[src/rtl/bnn_neuron_array.sv]
`default_nettype none
// ============================================================================
//  Module   : bnn_neuron_array
//  Purpose  : Multi-neuron binary (XNOR-popcount) layer slice. Each accepted
//             input beat is XNORed against a per-neuron, per-beat weight word.
//             The matching bits are popcounted and accumulated over BEATS
//             beats. Each neuron then fires when its count reaches its
//             threshold.
//  Revision : 1.0 - initial release
// ----------------------------------------------------------------------------
//  Ports
//    clk        in   clock, rising edge
//    rst_n      in   asynchronous reset, active high (legacy name)
//    clr        in   synchronous abort of partial inference / pending result
//    in_valid   in   input beat valid
//    in_ready   out  block can accept a beat (state != DONE)
//    in_data    in   [IN_W] binarised activations (1 = +1, 0 = -1)
//    wt         in   [NUM_NEURONS*BEATS*IN_W] weights, neuron n / beat b at
//                    [(n*BEATS+b)*IN_W +: IN_W]
//    thr        in   [NUM_NEURONS*ACC_W] thresholds, neuron n at [n*ACC_W +: ACC_W]
//    out_valid  out  result valid
//    out_ready  in   downstream accepts result
//    out_bits   out  [NUM_NEURONS] bit n = neuron n fired
//    out_pop    out  [NUM_NEURONS*ACC_W] final popcount per neuron
// ============================================================================
module bnn_neuron_array #(
  parameter int IN_W        = 8,
  parameter int NUM_NEURONS = 4,
  parameter int BEATS       = 4
) (
  input  logic                             clk,
  input  logic                             rst_n,
  input  logic                             clr,
  input  logic                             in_valid,
  output logic                             in_ready,
  input  logic [IN_W-1:0]                  in_data,
  input  logic [NUM_NEURONS*BEATS*IN_W-1:0] wt,
  input  logic [NUM_NEURONS*$clog2(IN_W*BEATS+1)-1:0] thr,
  output logic                             out_valid,
  input  logic                             out_ready,
  output logic [NUM_NEURONS-1:0]           out_bits,
  output logic [NUM_NEURONS*$clog2(IN_W*BEATS+1)-1:0] out_pop
);

  // Accumulator width holds the maximum possible count IN_W*BEATS.
  localparam int ACC_W = $clog2(IN_W*BEATS+1);
  // Beat counter width; at least one bit even for BEATS == 1.
  localparam int BW    = (BEATS > 1) ? $clog2(BEATS) : 1;
  localparam logic [BW-1:0] LAST_BEAT = BW'(BEATS-1);

  localparam logic [1:0] S_IDLE  = 2'd0;
  localparam logic [1:0] S_ACCUM = 2'd1;
  localparam logic [1:0] S_DONE  = 2'd2;

  logic [1:0]                     state_q, state_d;
  logic [BW-1:0]                  beat_q, beat_d;
  logic [NUM_NEURONS*ACC_W-1:0]   acc_q, acc_d;
  logic                           out_valid_q, out_valid_d;
  logic [NUM_NEURONS-1:0]         out_bits_q, out_bits_d;
  logic [NUM_NEURONS*ACC_W-1:0]   out_pop_q, out_pop_d;

  // Running count including the beat currently on in_data, and the
  // corresponding fire decision; both are only meaningful on an accept.
  logic [NUM_NEURONS*ACC_W-1:0]   beat_sum;
  logic [NUM_NEURONS-1:0]         beat_fire;
  logic                           accept;

  function automatic logic [ACC_W-1:0] popcnt(input logic [IN_W-1:0] v);
    logic [ACC_W-1:0] cnt;
    cnt = '0;
    for (int i = 0; i < IN_W; i++) begin
      cnt = cnt + ACC_W'(v[i]);
    end
    return cnt;
  endfunction

  generate
    for (genvar n = 0; n < NUM_NEURONS; n++) begin : g_neuron
      logic [IN_W-1:0]  word;
      logic [ACC_W-1:0] match_cnt;
      logic [ACC_W-1:0] sum;

      // Weight word for this neuron at the current beat position.
      assign word      = wt[(n*BEATS + int'(beat_q))*IN_W +: IN_W];
      assign match_cnt = popcnt(~(in_data ^ word));
      // Beat 0 overwrites the accumulator so no clear cycle is needed
      // between inferences.
      assign sum       = (beat_q == '0) ? match_cnt
                                        : acc_q[n*ACC_W +: ACC_W] + match_cnt;

      assign beat_sum[n*ACC_W +: ACC_W] = sum;
      assign beat_fire[n]               = (sum >= thr[n*ACC_W +: ACC_W]);
    end
  endgenerate

  assign in_ready = (state_q != S_DONE);
  assign accept   = in_valid & in_ready;

  always_comb begin
    state_d     = state_q;
    beat_d      = beat_q;
    acc_d       = acc_q;
    out_valid_d = out_valid_q;
    out_bits_d  = out_bits_q;
    out_pop_d   = out_pop_q;

    if (clr) begin
      // Abort wins over any beat or handshake in the same cycle.
      state_d     = S_IDLE;
      beat_d      = '0;
      out_valid_d = 1'b0;
    end else begin
      case (state_q)
        S_IDLE, S_ACCUM: begin
          if (accept) begin
            acc_d = beat_sum;
            if (beat_q == LAST_BEAT) begin
              out_pop_d   = beat_sum;
              out_bits_d  = beat_fire;
              out_valid_d = 1'b1;
              state_d     = S_DONE;
              beat_d      = '0;
            end else begin
              beat_d  = beat_q + BW'(1);
              state_d = S_ACCUM;
            end
          end
        end
        S_DONE: begin
          // Result fields are left intact after the handshake.
          if (out_ready) begin
            out_valid_d = 1'b0;
            state_d     = S_IDLE;
          end
        end
        default: begin
          state_d = S_IDLE;
          beat_d  = '0;
        end
      endcase
    end
  end

  always_ff @(posedge clk or posedge rst_n) begin
    if (rst_n) begin
      state_q     <= S_IDLE;
      beat_q      <= '0;
      acc_q       <= '0;
      out_valid_q <= 1'b0;
      out_bits_q  <= '0;
      out_pop_q   <= '0;
    end else begin
      state_q     <= state_d;
      beat_q      <= beat_d;
      acc_q       <= acc_d;
      out_valid_q <= out_valid_d;
      out_bits_q  <= out_bits_d;
      out_pop_q   <= out_pop_d;
    end
  end

  assign out_valid = out_valid_q;
  assign out_bits  = out_bits_q;
  assign out_pop   = out_pop_q;

endmodule
`default_nettype wire

[config.mk]
export PLATFORM = sky130hd
export DESIGN_NAME = bnn_neuron_array
export DESIGN_NICKNAME = d
export VERILOG_FILES = /design/src/rtl/bnn_neuron_array.sv
export SDC_FILE = /design/constraint.sdc
export NUM_CORES = 1
export LEC_CHECK = 0
export CAP_MARGIN = 0
export CORE_MARGIN = 5
export CORE_UTILIZATION = 30
export CTS_CLUSTER_DIAMETER = 60
export DETAILED_ROUTE_END_ITERATION = 12
export SETUP_SLACK_MARGIN = 0.3
export SYNTH_ARGS = -nofsm -noshare
export SYNTH_HDL_FRONTEND = slang
export SYNTH_SLANG_ARGS = --single-unit
[constraint.sdc]
create_clock -name clk -period 8.15 [get_ports clk]
set_input_delay 2.445 -clock clk [delete_from_list [all_inputs] [get_ports clk]]
set_output_delay 2.445 -clock clk [all_outputs]
set_load 0.1 [all_outputs]
==> results.json, run 1 <==
{
  "mostFrequentLayoutCells": "sky130_fd_sc_hd__clkdlybuf4s50_1 (194), sky130_fd_sc_hd__inv_1 (76), sky130_fd_sc_hd__dfrtp_1 (56)",
  "grt_max_degree": 58,
  "synth.distinct_cells": 49,
  "std_cell_rows": 49,
  "fp.dieArea_mm2": 0.0213,
  "num_vias": 4717,
  "status": "finished, final reports clean",
  "synthCells": 578,
  "portion_of_total_power_attributed_to_sequential_cells_pct": 15.2,
  "die-width_um": 146,
  "comb_power_share_pct": 72.0,
  "post_synthesis_area_per_instance_um2": 9.58,
  "clock_power_share_pct": 12.8,
  "postLayoutCellArea_mm2": 0.00802,
  "detail_routed_net_length_per_standard_cell_um": 17.0,
  "critPathMaxStageDelay_ps": 550,
  "detail_route.first_pass.iterations": 4,
  "synth_area_mm2": 0.00554,
  "cts_buffer_depth": 2,
  "core_area_mm2": 0.0181,
  "drc_errors": 0,
  "power.internal_uw": 1480,
  "slew_violations": 0,
  "commonest_non_fill_non_tap_cell_in_the_layout": "sky130_fd_sc_hd__clkdlybuf4s50_1",
  "max-cap-violations": 0,
  "yosysWarnings": 0,
  "die-height_um": 146,
  "antenna_found_initial": 0,
  "syn-num-nets": 817,
  "areaGrowthSynthToFinish_pct": 44.8,
  "worst_ep_arrival_time_ps": 7810,
  "sequential_fraction_of_the_synthesis_area_pct": 25.8,
  "netSwitchingFraction_pct": 49.7,
  "cts.reportedPaths.clkPinSlew_ps": 50,
  "dpl_cell_area_mm2": 0.00771,
  "total_leakage_power_uw": 0.00346,
  "worst-r2r-cell-count": 21,
  "postSynthRegisterBits": 57,
  "postCtsResizedCells": 0,
  "setup_viol_count_final": 0,
  "path_max_fanout": 3,
  "nFillCells": 1725,
  "timing_worst_setup_path_type": "input pin to flip-flop",
  "grt_first_pass_wirelength_mm": 26.6,
  "hold_depth": 2,
  "global_route.usage.total_pct": 15.8,
  "cts-htree-levels": 3,
  "antenna_left": 0,
  "hp-class": "flip-flop to flip-flop",
  "critical_path.startpoint_type": "input pin",
  "max-vdd-ir-drop_v": 0.000260,
  "min_period_over_period_pct": 93.1,
  "clk_root_buffer_cell": "sky130_fd_sc_hd__clkbuf_16",
  "worst-endpoint-required_ps": 8370,
  "cp-end-kind": "flip-flop",
  "grt_setup_unrepaired": "true",
  "postSynth.topFlopCell": "sky130_fd_sc_hd__dfrtp_1",
  "timing.final.crit_period_ps": 7590,
  "drt_first_iter_violations": 221,
  "detail_route.vias_per_cell": 4.73,
  "clock_insertion_delay_worst_skew_ps": 330,
  "holdBufCountCts": 0,
  "synth_async_sr_flop_share_pct": 100,
  "max_clock_freq_ghz": 0.132,
  "post_cts.repair.setup_buffers": 0,
  "crit_slowest_cell": "sky130_fd_sc_hd__fa_1",
  "place_hpwl_mm": 13.8,
  "grt_overflow": 0,
  "clock-sinks": 57,
  "gp_congestion": 0.848,
  "path_cells": "clkdlybuf4s50_1 > mux4_2 > xnor2_1 > fa_1 > inv_1 > fa_1 > fa_1 > inv_1 > ha_1 > inv_1 > fa_1 > inv_1 > ha_1 > a21o_1 > a31o_2 > o32ai_2 > inv_1 > ha_1 > a21oi_1 > o21ai_0 > o22a_1",
  "first_global_vias": 4834,
  "cts_inserted_buffers": 9,
  "io_buffer_count": 194,
  "crit_path_frequent_cell": "sky130_fd_sc_hd__inv_1",
  "worst_clock_skew_ps": 6.99,
  "number_of_enable_type_register_cells_in_the_synthesized_netlist": 0,
  "maxSlewHeadroom_pct": 31.4,
  "hold_violations": 0,
  "final_layout_size_suffix_gt1_share_pct": 9.88,
  "final.setup.tns_ps": 0,
  "tritoncts": "done",
  "initial_utilization_pct": 30.6,
  "totalWireLength_mm": 16.9,
  "antenna_cells_inserted": 0,
  "p_sw_uw": 1460,
  "power.density_mw_per_mm2": 368,
  "final_net_count": 1003,
  "worst-slew-pin-transition_ps": 1030,
  "num_io_pins": 195
}
## critical path: cells and delay by family
family	cells	cell delay (ps)
AO/OA/AOI/OAI	6	1150
XOR/XNOR	1	160
adder cells (fa/ha/maj)	7	2810
buffers and inverters	6	740
multiplexers	1	480
## per-stage QoR
step           power [uW]  worst slack [ps]  util (%)  hold WS, ps  cells
2_1_floorplan        2010               856         -          456    578
3_3_place_gp         2550               126      42.6          460    982
3_5_place_dp         2580               112      42.6          469    982
4_1_cts              2980               461      44.3          481    998
5_1_grt              3270               298      44.3          503    998
6_report             2950               561      44.3          474    998
## cells in the mapped netlist, drive strengths merged (2+ instances only)
cell type	instances	share of area, %
inv	77	5.2
dfrtp	57	26
ha	54	12
nand2	46	3.2
o21ai	41	3.7
mux4	32	13
a21oi	31	2.8
nor2	24	1.6
xnor2	24	3.8
fa	20	7.2
buf	19	1.9
nor2b	18	2.0
xor2	16	2.5
nor3	15	1.4
clkbuf	11	0.75
o21a	9	1.2
o31ai	8	1.1
a22o	6	0.95
nand2b	6	0.68
nand3	6	0.54
a31oi	5	0.56
mux2i	5	0.90
a21o	4	0.54
mux2	4	0.81
nand4	4	0.45
o2111ai	4	0.63
o211ai	4	0.54
o22a	4	0.63
nor3b	3	0.50
o22ai	3	0.34
or2	3	0.34
a211oi	2	0.27
nor4	2	0.23
## path summary, 6_finish.rpt
check / start / end / slack, ps
worst min register to register: out_pop[19] / out_pop[19] / 470
worst max register to register: beat_q[0] / out_bits[0] / 2000
max in group asynchronous: rst_n / beat_q[0] / 4940
min in group asynchronous: rst_n / out_bits[1] / 2660
worst max-delay path: wt[72] / out_bits[2] / 560
worst min-delay path: out_pop[19] / out_pop[19] / 470
## layout make-up
class	count	area (um2)	share of cell area (%)
Timing Repair Buffer	205	2020	25.2
Inverter	78	293	3.65
Tap cell	229	287	3.57
Multi-Input combinational cell	413	3690	46.0
Clock inverter	6	57.6	0.718
Sequential cell	57	1430	17.8
Clock buffer	10	239	2.98
## power groups by stage
stage | clock [uW] | sequential [uW] | combinational [uW]
after floorplan | 0 | 739 | 1270
after global placement | 0 | 451 | 2100
after detailed placement | 0 | 451 | 2130
after CTS | 389 | 448 | 2140
after global routing | 401 | 460 | 2410
final | 377 | 447 | 2120
## kinds of logic (layout without fill, tap and decap cells)
logic type	count (synthesis)	count (layout)	share of synthesized area (%)
muxes	41	41	14.7
AOI/OAI and AO/OA	127	127	14.4
DFF	57	57	25.8
adders and majority gates	74	74	19.4
buffers and inverters	108	299	7.91
xor gates and xnor gates	40	40	6.33
and+or+nand+nor	131	131	11.4
## registers in the layout, summed over array words and instances (netlist names)
signal     count
acc_q         24
out_pop       24
out_bits       4
beat_q         2
state_q        2
out_valid      1
## layer usage
metal  track usage, %  share of wire (%)  vias to the layer above
met1             20.5                 44                     2234
met5                0                  0                        -
met3             3.15                3.1                       17
met4             3.23                1.2                        0
met2             27.4                 52                       70
li1                 -                  -                     2396
Note: power is estimated with default switching activity, not from simulation.
==> inputs of run 2 (changes only) <==
--- a/config.mk
+++ b/config.mk
@@ -5,6 +5,7 @@
 export SDC_FILE = /design/constraint.sdc
 export NUM_CORES = 1
 export LEC_CHECK = 0
+export ABC_CLOCK_PERIOD_IN_PS = 8150
 export CAP_MARGIN = 0
 export CORE_MARGIN = 5
 export CORE_UTILIZATION = 30
==> results of run 2 <==
The final DEF is identical to that of run 1; final timing and power are the same.
==> inputs of run 3 (changes only) <==
--- a/config.mk
+++ b/config.mk
@@ -9,7 +9,6 @@
 export CAP_MARGIN = 0
 export CORE_MARGIN = 5
 export CORE_UTILIZATION = 30
-export CTS_CLUSTER_DIAMETER = 60
 export DETAILED_ROUTE_END_ITERATION = 12
 export SETUP_SLACK_MARGIN = 0.3
 export SYNTH_ARGS = -nofsm -noshare
==> results of run 3 <==
The final DEF is identical to that of run 1; final timing and power are the same.
